<file path="src/rtl/robo_if.sv">
// Sensor/command bundle between the maze-memory/robot model and the navigation FSM.
//   master : upstream side, drives iniciar and the four sensor flags, observes commands/status
//   slave  : robo_controller side, consumes sensors, drives avancar/girar/remover, done/fail, move_count
interface robo_if;
  logic       iniciar;
  logic       head_in;
  logic       left_in;
  logic       under_in;
  logic       barrier_in;
  logic       avancar;
  logic       girar;
  logic       remover;
  logic       done;
  logic       fail;
  logic [9:0] move_count;

  modport master (
    output iniciar, head_in, left_in, under_in, barrier_in,
    input  avancar, girar, remover, done, fail, move_count
  );

  modport slave (
    input  iniciar, head_in, left_in, under_in, barrier_in,
    output avancar, girar, remover, done, fail, move_count
  );
endinterface

</file>
<file path="src/rtl/robo_controller.sv">
// Left-hand wall-follower navigation FSM with barrier removal.
//   clock  : system clock, rising edge
//   reset  : asynchronous, active-low
//   bus    : robo_if.slave -- iniciar + sensors in; avancar/girar/remover,
//            done/fail (sticky) and move_count out, all registered
//
// state   | meaning
// --------+-----------------------------------------------------------
// IDLE    | waiting for iniciar
// SENSE   | one-cycle decision from the sensor flags
// TURN_L  | single girar cycle (90 deg CCW = left turn)
// FWD     | single avancar cycle
// REMOVE  | remover burst of REMOVE_CYCLES cycles
// TURN_R  | girar burst of TURN_R_CYCLES cycles (270 deg CCW = right turn)
// SETTLE  | commands idle for one cycle; budget / spin checks
// DONE    | exit cell reached, terminal
// FAIL    | move budget exhausted or boxed in, terminal
module robo_controller #(
  parameter int MAX_MOVES     = 1023,
  parameter int REMOVE_CYCLES = 3,
  parameter int TURN_R_CYCLES = 3,
  parameter int MAX_SPIN      = 4
) (
  input logic  clock,
  input logic  reset,
  robo_if.slave bus
);

  localparam int PH_MAX = (REMOVE_CYCLES > TURN_R_CYCLES) ? REMOVE_CYCLES : TURN_R_CYCLES;
  localparam int PH_W   = (PH_MAX > 1) ? $clog2(PH_MAX) : 1;
  localparam int SP_W   = $clog2(MAX_SPIN + 1);

  localparam logic [PH_W-1:0] REM_LOAD  = PH_W'(REMOVE_CYCLES - 1);
  localparam logic [PH_W-1:0] TURN_LOAD = PH_W'(TURN_R_CYCLES - 1);
  localparam logic [SP_W-1:0] SPIN_MAX  = SP_W'(MAX_SPIN);
  localparam logic [9:0]      MOVE_MAX  = 10'(MAX_MOVES);

  typedef enum logic [3:0] {
    ST_IDLE, ST_SENSE, ST_TURN_L, ST_FWD, ST_REMOVE,
    ST_TURN_R, ST_SETTLE, ST_DONE, ST_FAIL
  } state_t;

  state_t          state;
  logic [PH_W-1:0] phase;
  logic [SP_W-1:0] spin_cnt;
  logic            turned_left;
  logic            avancar_q, girar_q, remover_q, done_q, fail_q;
  logic [9:0]      move_count_q;

  assign bus.avancar    = avancar_q;
  assign bus.girar      = girar_q;
  assign bus.remover    = remover_q;
  assign bus.done       = done_q;
  assign bus.fail       = fail_q;
  assign bus.move_count = move_count_q;

  // Commands are loaded on the edge that leaves SENSE so they line up with
  // the command state itself; phase is a down-counter ending at zero.
  always_ff @(posedge clock or negedge reset) begin
    if (!reset) begin
      state        <= ST_IDLE;
      phase        <= '0;
      spin_cnt     <= '0;
      turned_left  <= 1'b0;
      avancar_q    <= 1'b0;
      girar_q      <= 1'b0;
      remover_q    <= 1'b0;
      done_q       <= 1'b0;
      fail_q       <= 1'b0;
      move_count_q <= '0;
    end else begin
      case (state)
        ST_IDLE: begin
          if (bus.iniciar) state <= ST_SENSE;
        end
        ST_SENSE: begin
          if (bus.under_in) begin
            state  <= ST_DONE;
            done_q <= 1'b1;
          end else if (!bus.left_in && !turned_left) begin
            state       <= ST_TURN_L;
            girar_q     <= 1'b1;
            turned_left <= 1'b1;
          end else if (!bus.head_in && !bus.barrier_in) begin
            state        <= ST_FWD;
            avancar_q    <= 1'b1;
            turned_left  <= 1'b0;
            spin_cnt     <= '0;
            move_count_q <= move_count_q + 10'd1;
          end else if (bus.barrier_in) begin
            state     <= ST_REMOVE;
            remover_q <= 1'b1;
            phase     <= REM_LOAD;
          end else begin
            state       <= ST_TURN_R;
            girar_q     <= 1'b1;
            phase       <= TURN_LOAD;
            turned_left <= 1'b0;
            spin_cnt    <= spin_cnt + 1'b1;
          end
        end
        ST_TURN_L, ST_FWD: begin
          girar_q   <= 1'b0;
          avancar_q <= 1'b0;
          state     <= ST_SETTLE;
        end
        ST_REMOVE: begin
          if (phase == '0) begin
            remover_q <= 1'b0;
            state     <= ST_SETTLE;
          end else begin
            phase <= phase - 1'b1;
          end
        end
        ST_TURN_R: begin
          if (phase == '0) begin
            girar_q <= 1'b0;
            state   <= ST_SETTLE;
          end else begin
            phase <= phase - 1'b1;
          end
        end
        ST_SETTLE: begin
          // Both limits are checked here so move_count can never pass MOVE_MAX.
          if (spin_cnt == SPIN_MAX || move_count_q == MOVE_MAX) begin
            state  <= ST_FAIL;
            fail_q <= 1'b1;
          end else begin
            state <= ST_SENSE;
          end
        end
        ST_DONE, ST_FAIL: begin
          state <= state;
        end
        default: state <= ST_IDLE;
      endcase
    end
  end

endmodule
</file>
<file path="src/flat_wrapper.sv">
// flat-port wrapper written by rule: the top's interface ports become plain ports
module robo_controller_flat 
#(
  parameter int MAX_MOVES     = 1023,
  parameter int REMOVE_CYCLES = 3,
  parameter int TURN_R_CYCLES = 3,
  parameter int MAX_SPIN      = 4
)
  (clock, reset, bus_iniciar, bus_head_in, bus_left_in, bus_under_in, bus_barrier_in, bus_avancar, bus_girar, bus_remover, bus_done, bus_fail, bus_move_count);
  robo_if bus_i ();
  input logic clock;
  input logic reset;
  input wire logic [$bits(bus_i.iniciar)-1:0] bus_iniciar;
  input wire logic [$bits(bus_i.head_in)-1:0] bus_head_in;
  input wire logic [$bits(bus_i.left_in)-1:0] bus_left_in;
  input wire logic [$bits(bus_i.under_in)-1:0] bus_under_in;
  input wire logic [$bits(bus_i.barrier_in)-1:0] bus_barrier_in;
  output wire logic [$bits(bus_i.avancar)-1:0] bus_avancar;
  output wire logic [$bits(bus_i.girar)-1:0] bus_girar;
  output wire logic [$bits(bus_i.remover)-1:0] bus_remover;
  output wire logic [$bits(bus_i.done)-1:0] bus_done;
  output wire logic [$bits(bus_i.fail)-1:0] bus_fail;
  output wire logic [$bits(bus_i.move_count)-1:0] bus_move_count;
  assign bus_i.iniciar = bus_iniciar;
  assign bus_i.head_in = bus_head_in;
  assign bus_i.left_in = bus_left_in;
  assign bus_i.under_in = bus_under_in;
  assign bus_i.barrier_in = bus_barrier_in;
  assign bus_avancar = bus_i.avancar;
  assign bus_girar = bus_i.girar;
  assign bus_remover = bus_i.remover;
  assign bus_done = bus_i.done;
  assign bus_fail = bus_i.fail;
  assign bus_move_count = bus_i.move_count;
  robo_controller #(.MAX_MOVES(MAX_MOVES), .REMOVE_CYCLES(REMOVE_CYCLES), .TURN_R_CYCLES(TURN_R_CYCLES), .MAX_SPIN(MAX_SPIN)) u_core (.clock(clock), .reset(reset), .bus(bus_i));
endmodule
</file>
<file path="config.mk">
export PLATFORM = sky130hd
export DESIGN_NAME = robo_controller_flat
export DESIGN_NICKNAME = d
export VERILOG_FILES = /design/src/rtl/robo_if.sv /design/src/rtl/robo_controller.sv /design/src/flat_wrapper.sv
export SDC_FILE = /design/constraint.sdc
export NUM_CORES = 1
export LEC_CHECK = 0
export CAP_MARGIN = 10
export CORE_ASPECT_RATIO = 0.75
export CORE_MARGIN = 4
export CORE_UTILIZATION = 40
export DETAILED_ROUTE_END_ITERATION = 8
export GPL_TIMING_DRIVEN = 0
export SLEW_MARGIN = 15
export SYNTH_ARGS = -nofsm -noshare
export SYNTH_HDL_FRONTEND = slang
export SYNTH_SLANG_ARGS = --single-unit
export TNS_END_PERCENT = 10
</file>
<file path="constraint.sdc">
create_clock -name clock -period 3.2 [get_ports clock]
set_clock_uncertainty 0.15 [all_clocks]
set_input_delay 0.64 -clock clock [delete_from_list [all_inputs] [get_ports clock]]
set_output_delay 0.64 -clock clock [all_outputs]
set_load 0.1 [all_outputs]
</file>
-- Yosys cells after proc, flatten, opt, wreduce, memory -nomap -nowiden
Cells that the tools add are included.
- register bits: 25
- output and inout port bits: 15
- logic and storage cells: 99
- add/subtract/negate cells: 3
- eq/ne operators: 24
- mux-type cells: 33
- bitwise gates (word level): 3
- reductions and logical operators: 26
- operators with widths (kind ; number):
    $mux W4 ; 6
    $pmux W4 S6 ; 1
    $eq A4 B3 Y1 const B ; 4
    $mux W1 ; 16
    $ne A2 B2 Y1 const B ; 6
    $reduce_and A4 Y1 ; 3
    $add A10 B1 Y10 const B ; 1
    $eq A10 B10 Y1 const B ; 1
    $ne A2 B1 Y1 const B ; 5
    $reduce_and A5 Y1 ; 2
    $eq A4 B2 Y1 const B ; 2
    $mux W2 ; 4
    $mux W3 ; 2
    $ne A3 B2 Y1 const B ; 2
    $reduce_and A3 Y1 ; 2
    $reduce_and A6 Y1 ; 1
    $reduce_bool A2 Y1 ; 3
    $reduce_or A2 Y1 ; 3
    $eq A4 B1 Y1 const B ; 1
    $eq A4 B4 Y1 const B ; 1
    $logic_not A1 Y1 ; 4
    $logic_not A4 Y1 ; 1
    $pmux W1 S2 ; 2
    $pmux W2 S2 ; 1
    other kinds (11) ; 15

-- Longest topological paths before layout
Gate-level depths: netlist (run 1).
- word-level depth: 6
- depth in mapped cells: 6

-- Least setup slack after synthesis (run 1)
Ideal clock, no wire load.
- path kind: reg-to-reg
- start point: register u_core.move_count_q[0], in the netlist u_core.bus.move_count[0]
- end point: register u_core.fail_q, in the netlist u_core.bus.fail
- library setup time: 0.122 ns
- arrival: 1.891 ns
- data required time: 2.928 ns
- slack: 1.037 ns
- stages on the path, launching flop included: 6
- buffers on the path: 0
- cells stage by stage: dfrtp_1 -> ha_1 -> and3_1 -> a41oi_1 -> nor2_1 -> a41o_1
- longest elaborated chain between the ends: 3
- RTL lines (element ; line ; text):
    start: declaration ; robo_controller.sv:48 ; logic [9:0] move_count_q;
    start signal: assignment ; robo_controller.sv:89 ; move_count_q <= move_count_q + 10'd1;
    $eq A10 B10 Y1 ; robo_controller.sv:125 ; if (spin_cnt == SPIN_MAX || move_count_q == MOVE_MAX) begin
    $logic_or A1 B1 Y1 ; robo_controller.sv:125 ;
    $reduce_and A2 Y1 (no source line) ; n/a ;
    end signal: assignment ; robo_controller.sv:69 ; fail_q <= 1'b0;
    end signal: assignment ; robo_controller.sv:127 ; fail_q <= 1'b1;
    end: declaration ; robo_controller.sv:47 ; logic avancar_q, girar_q, remover_q, done_q, fail_q;
Every way passes these cells.
A chain may end at the register's enable or synchronous reset.

-- Worst setup path after layout (run 1)
- start point: register u_core.move_count_q[3], in the netlist u_core.bus.move_count[3]
- end point: output bus_move_count[3]
- RTL lines (element ; line ; text):
    end: declaration ; flat_wrapper.sv:23 ; output wire logic [$bits(bus_i.move_count)-1:0] bus_move_count;
No word-level cell between the ends.

==> results.sh, run 1 <==
export IMPL_status="complete, no violations"
export IMPL_antenna_found_initial=0
export IMPL_yosysTopAreaCell="dfrtp_1"
export IMPL_initial_core_util_pct=42.7
export IMPL_synthesis_nets=134
export IMPL_core_area_um2=3000
export IMPL_cts_inserted_buffers=3
export IMPL_vias=1031
export IMPL_nFillCells=269
export IMPL_cts_max_path_buffers=2
export IMPL_wl_per_cell_um=15.0
export IMPL_clockRootBuffer="clkbuf_8"
export IMPL_drcViolationCount=0
export IMPL_synth_flop_cell="dfrtp_1"
export IMPL_required_ns=2.41
export IMPL_drive_gt1_share_pct=8.11
export IMPL_hpwl_mm=2.10
export IMPL_final_hold_violation_count=0
export IMPL_setup_viol_count_final=0
export IMPL_layout_min_cycle_time_ns=2.67
export IMPL_reg2reg_from="u_core.state[3]$_DFFE_PN0P_"
export IMPL_crit_fanout=6
export IMPL_cts_tree="done"
export IMPL_fin_setup_tns_ns=0
export IMPL_dpl_cell_area_um2=1540
export IMPL_critical_path_class="reg -> out"
export IMPL_synth_edf_count=0
export IMPL_synth_seq_cells=25
export IMPL_grt_use_total_pct=14.5
export IMPL_grtUsageMet1_pct=21.4
export IMPL_met3_usage_pct=3.70
export IMPL_async_flop_share_pct=100
export IMPL_syn_area_um2=1280
export IMPL_register_area_um2=626
export IMPL_diodes=0
export IMPL_drtAntennaViolNets=0
export IMPL_gp_congestion=0.917
export IMPL_grt_pass1_wl_mm=4.75
export IMPL_dr_pass1_iters=4
export IMPL_ios=22
export IMPL_slew_violations=0
export IMPL_cp_slowest_cell="clkdlybuf4s50_1"
export IMPL_clock_latency_ns=0.26
export IMPL_ys_warn_count=0
export IMPL_grt_max_degree=26
export IMPL_busiest_layer="met2"
export IMPL_crit_arrival_ns=1.88
export IMPL_htreeDepth=1
export IMPL_clk_pin_slew_ns=0.08
export IMPL_final_area_um2=1580
export IMPL_synth_cells=123
export IMPL_die_area_um2=4180
export IMPL_grt_setup_unrepaired="no"
export IMPL_port_buffers=21
export IMPL_powerDensity_nw_per_um2=330
export IMPL_grt_ovfl_total=0
export IMPL_cp_startpoint="u_core.bus.move_count[3]$_DFFE_PN0P_"
export IMPL_post_cts_buffers=0
export IMPL_max_slew_margin_pct=35.0
export IMPL_drt_iter0_drc=91
export IMPL_crit_path_cell_trace="clkdlybuf4s50_1"
export IMPL_tightest_slew_ns=0.972
export IMPL_syn2layout_area_growth_pct=23.3
export IMPL_start_kind="flip-flop"
export IMPL_hold_path_class="in -> async"
export IMPL_first_global_vias=1066
export IMPL_netlist_top_cells_area="dfrtp_1 49%, xnor2_1 5.5%, ha_1 3.9%"
export IMPL_cts_resized=0
export IMPL_viasPerCell=5.54
export IMPL_wl_mm=2.80
export IMPL_grtUsageMet2_pct=21.9
export IMPL_multiInputGateArea_um2=587
export IMPL_p_leak_nw=0.703
export IMPL_cts_sinks=25
export IMPL_dieWidth_um=73.3
export IMPL_syn_area_per_cell_um2=10.4
export IMPL_yosysTopAreaCellShare_pct=48.9
export IMPL_crit_buf_inv=1
export IMPL_ctsHoldBuffers=0
export IMPL_ir_drop_mv=0.172
export IMPL_cap_violations=0
export IMPL_end_kind="output pin"
export IMPL_fin_hold_ws_ns=0.203
export IMPL_nNetsFinal=160
export IMPL_die_h_um=57.0
export IMPL_fin_crit_sh_pct=83.4
export IMPL_critPathMaxStageDelay_ns=1.17
export IMPL_max_freq_mhz=375
export IMPL_rows=17
export IMPL_synth_cell_types=38
export IMPL_cp_top_family="buffers and inverters"
export IMPL_ys_seq_area_share_pct=48.9
[cell families (layout without fill, tap and decap cells)]
group / count (synthesis) / in the layout / synth area share, %
buffers and inverters: 14 / 39 / 5.28
adders and majority gates: 4 / 4 / 3.91
muxes: 2 / 2 / 1.76
AOI/OAI and AO/OA: 32 / 32 / 16.4
DFF: 25 / 25 / 48.9
xor gates and xnor gates: 9 / 9 / 6.16
and+or+nand+nor: 37 / 37 / 17.6
[final cells by class]
cell class,instances,area share (%)
Inverter,9,2.14
Buffer,5,2.14
Clock buffer,4,2.85
Multi-Input combinational cell,84,37.2
Sequential cell,25,39.7
Timing Repair Buffer,21,13.0
Tap cell,38,3.01
[cell usage after synthesis (all sizes together), types with 2 or more instances]
master  count
and2        2
clkbuf      2
buf         3
nor2        7
nand3       5
inv         9
o22ai       2
ha          4
a21oi       7
a41oi       2
o31ai       2
o21bai      2
dfrtp      25
mux2        2
nand2       3
o21ai       9
nand4       4
xnor2       8
nor3        4
nand2b      3
and3        3
[registers in the layout (all words and copies together), names as in the netlist]
| register | cells |
|---|---|
| u_core.bus.move_count | 10 |
| u_core.state | 4 |
| u_core.spin_cnt | 3 |
| u_core.phase | 2 |
| u_core.bus.avancar | 1 |
| u_core.bus.done | 1 |
| u_core.bus.fail | 1 |
| u_core.bus.girar | 1 |
| u_core.bus.remover | 1 |
| u_core.turned_left | 1 |
[worst reg2reg max path: cells and delay by family (launching register included)]
| kind | cells | cell delay [ns] |
|---|---|---|
| AND/OR/NAND/NOR | 3 | 0.79 |
| flip-flops | 1 | 0.38 |
| buffers and inverters | 2 | 0.33 |
| XOR/XNOR | 1 | 0.15 |
[report_power, final]
group          switching (W)  internal [W]
clock network      0.0000947     0.0000889
registers                  0      0.000316
logic              0.0000141    0.00000772
total               0.000109      0.000412
[through the flow]
stage / setup WS, ns / power, W / utilization, % / std cells
global placement: 0.748 / 0.000345 / 51.3 / 182
CTS: 0.520 / 0.000527 / 52.8 / 186
finish: 0.530 / 0.000521 / 52.6 / 186
floorplan: 1.04 / 0.000327 / - / 123
detailed placement: 0.712 / 0.000345 / 51.3 / 182
global route: 0.478 / 0.000539 / 52.6 / 186
[routing by layer]
metal | wire (um) | share of wire, %
met1 | 1410 | 50
met2 | 1220 | 44
met3 | 151 | 5.4
met4 | 13 | 0.46
met5 | 0 | 0
[placed cells by master, fill, tap and decap left out, drive strengths merged, types with 2 or more instances in the layout]
cell type / instances
a41oi: 2
nand2: 3
nor2: 7
dfrtp: 25
a21oi: 7
nand2b: 3
nor3: 4
o21ai: 9
o22ai: 2
o21bai: 2
xnor2: 8
inv: 9
mux2: 2
nand4: 4
and3: 3
and2: 2
ha: 4
clkdlybuf4s50: 20
buf: 4
nand3: 5
o31ai: 2
clkbuf: 6
[path summary, 6_finish.rpt]
check	to	slack [ns]	depth (start not counted)
worst max-delay path	bus_move_count[3]	0.53	1
worst min-delay path	u_core.bus.fail$_DFFE_PN0P_	0.20	1
worst max register to register	u_core.bus.move_count[7]$_DFFE_PN0P_	1.29	6
worst min register to register	u_core.bus.fail$_DFFE_PN0P_	0.32	1
max in group asynchronous	u_core.bus.move_count[3]$_DFFE_PN0P_	2.33	1
min in group clock	u_core.bus.fail$_DFFE_PN0P_	0.32	1
Note: power is estimated with default switching activity, not from simulation.
==> run 2, diff against run 1 <==
==> constraint.sdc (replaced) <==
create_clock -name clock -period 2.6 [get_ports clock]
set_clock_uncertainty 0.15 [all_clocks]
set_input_delay 0.52 -clock clock [delete_from_list [all_inputs] [get_ports clock]]
set_output_delay 0.52 -clock clock [all_outputs]
set_load 0.1 [all_outputs]
==> results.sh, run 2 (synthesis results as in run 1) <==
export IMPL_status="complete, no violations"
export IMPL_diodes=0
export IMPL_ff2ff_path_depth=6
export IMPL_p_leak_nw=0.721
export IMPL_dpl_cell_count=182
export IMPL_r2r_slack_ns=0.69
export IMPL_max_freq_mhz=396
export IMPL_drtAntennaViolNets=0
export IMPL_grt_max_degree=26
export IMPL_finalNonFillerCells=186
export IMPL_critical_path_class="reg -> out"
export IMPL_hold_path_class="in -> async"
export IMPL_start_kind="flip-flop"
export IMPL_crit_arrival_ns=1.86
export IMPL_setup_viol_count_final=0
export IMPL_cp_top_family="buffers and inverters"
export IMPL_ir_drop_mv=0.212
export IMPL_cts_sinks=25
export IMPL_reg2reg_to="u_core.bus.move_count[7]$_DFFE_PN0P_"
export IMPL_powerDensity_nw_per_um2=406
export IMPL_ctsHoldBuffers=0
export IMPL_drive_gt1_share_pct=8.11
export IMPL_wl_mm=2.80
export IMPL_die_h_um=57.0
export IMPL_crit_path_cell_trace="clkdlybuf4s50_1"
export IMPL_final_common_cell="dfrtp_1"
export IMPL_end_kind="output pin"
export IMPL_dr_pass1_iters=4
export IMPL_final_cell_mix="25 x dfrtp_1, 19 x clkdlybuf4s50_1, 9 x inv_1, 9 x o21ai_0, 8 x xnor2_1"
export IMPL_first_global_vias=1066
export IMPL_gp_congestion=0.917
export IMPL_crit_fanout=6
export IMPL_final_hold_violation_count=0
export IMPL_register_area_um2=626
export IMPL_fin_setup_tns_ns=0
export IMPL_cap_violations=0
export IMPL_crit_buf_inv=1
export IMPL_hpwl_mm=2.10
export IMPL_core_area_um2=3000
export IMPL_initial_core_util_pct=42.7
export IMPL_largest_register_ffs=10
export IMPL_die_area_um2=4180
export IMPL_htreeDepth=1
export IMPL_grt_pass1_wl_mm=4.75
export IMPL_syn2layout_area_growth_pct=23.5
export IMPL_dieWidth_um=73.3
export IMPL_cts_tree="done"
export IMPL_ios=22
export IMPL_power_w=0.000641
export IMPL_layout_min_cycle_time_ns=2.53
export IMPL_reg2reg_from="u_core.state[3]$_DFFE_PN0P_"
export IMPL_tightest_slew_ns=0.972
export IMPL_fin_crit_sh_pct=97.2
export IMPL_clockRootBuffer="clkbuf_8"
export IMPL_drcViolationCount=0
export IMPL_grt_ovfl_total=0
export IMPL_rows=17
export IMPL_grt_use_total_pct=14.5
export IMPL_multiInputGateArea_um2=587
export IMPL_nFillCells=270
export IMPL_cts_inserted_buffers=3
export IMPL_nNetsFinal=160
export IMPL_vias=1031
export IMPL_required_ns=1.93
export IMPL_fin_ws_ns=0.0719
export IMPL_slew_violations=0
export IMPL_grt_setup_unrepaired="no"
export IMPL_cp_slowest_cell="clkdlybuf4s50_1"
export IMPL_cp_startpoint="u_core.bus.move_count[4]$_DFFE_PN0P_"
export IMPL_clock_latency_ns=0.26
export IMPL_viasPerCell=5.54
export IMPL_max_slew_margin_pct=35.0
export IMPL_port_buffers=21
export IMPL_cts_max_path_buffers=2
export IMPL_wl_per_cell_um=15.1
export IMPL_preCtsSetupSlack_ns=0.232
export IMPL_critPathMaxStageDelay_ns=1.16
export IMPL_drt_iter0_drc=91
export IMPL_clk_pin_slew_ns=0.08
export IMPL_antenna_found_initial=0
-- run 2: cell types whose count changed in the layout (fill, tap and decap cells not counted) --
cell / change
clkdlybuf4s50_1: -1
dlymetal6s2s_1: +1
-- run 2: worst max-delay path by stage --
stage / slack, ns / cells past startpoint / to
global route: 0.01 / 1 / bus_move_count[4]
CTS: 0.04 / 1 / bus_move_count[3]
detailed placement: 0.23 / 6 / u_core.bus.move_count[7]$_DFFE_PN0P_
finish: 0.07 / 1 / bus_move_count[4]
floorplan: 0.44 / 5 / u_core.bus.fail$_DFFE_PN0P_
global placement: 0.27 / 6 / u_core.bus.move_count[5]$_DFFE_PN0P_
-- run 2: power breakdown --
group	internal, W	switching [W]	total, W
clock network	0.000109	0.000117	0.000226
registers	0.000388	0	0.000388
logic	0.00000950	0.0000174	0.0000269
-- run 2: repair_timing --
| item | 4_1_cts | 5_1_grt |
|---|---|---|
| setup buffers | 0 | 0 |
| setup endpoints to repair | 0 | 1 |
| endpoints found under the hold margin | 0 | 0 |
| gates resized for setup | 0 | 1 |
-- run 2: per-stage QoR --
step                      cell area, um2  util (%)  hold WS (ns)
final                               1580      52.7        0.0830
after global routing                1580      52.7         0.131
after global placement              1540      51.3         0.309
after floorplan                     1280         -        0.0744
after CTS                           1580      52.8         0.327
after detailed placement            1540      51.3         0.307
-- run 2: cell type report --
class | count | area share, %
Sequential cell | 25 | 39.6
Multi-Input combinational cell | 84 | 37.1
Timing Repair Buffer | 21 | 13.1
Tap cell | 38 | 3.01
Clock buffer | 4 | 2.85
Buffer | 5 | 2.14
Inverter | 9 | 2.14
-- run 2: worst register-to-register path, stage by stage (launching register included) --
cell	delay, ns
dfrtp_1	0.38
buf_6	0.14
or3_4	0.37
nor4_4	0.30
buf_6	0.19
nand4_1	0.12
xnor2_1	0.15
-- run 2: layer usage --
metal,GRT usage [%],part of all wire [%]
met1,21.4,50
met2,21.9,44
met3,3.70,5.4
met4,2.33,0.46
met5,0,0
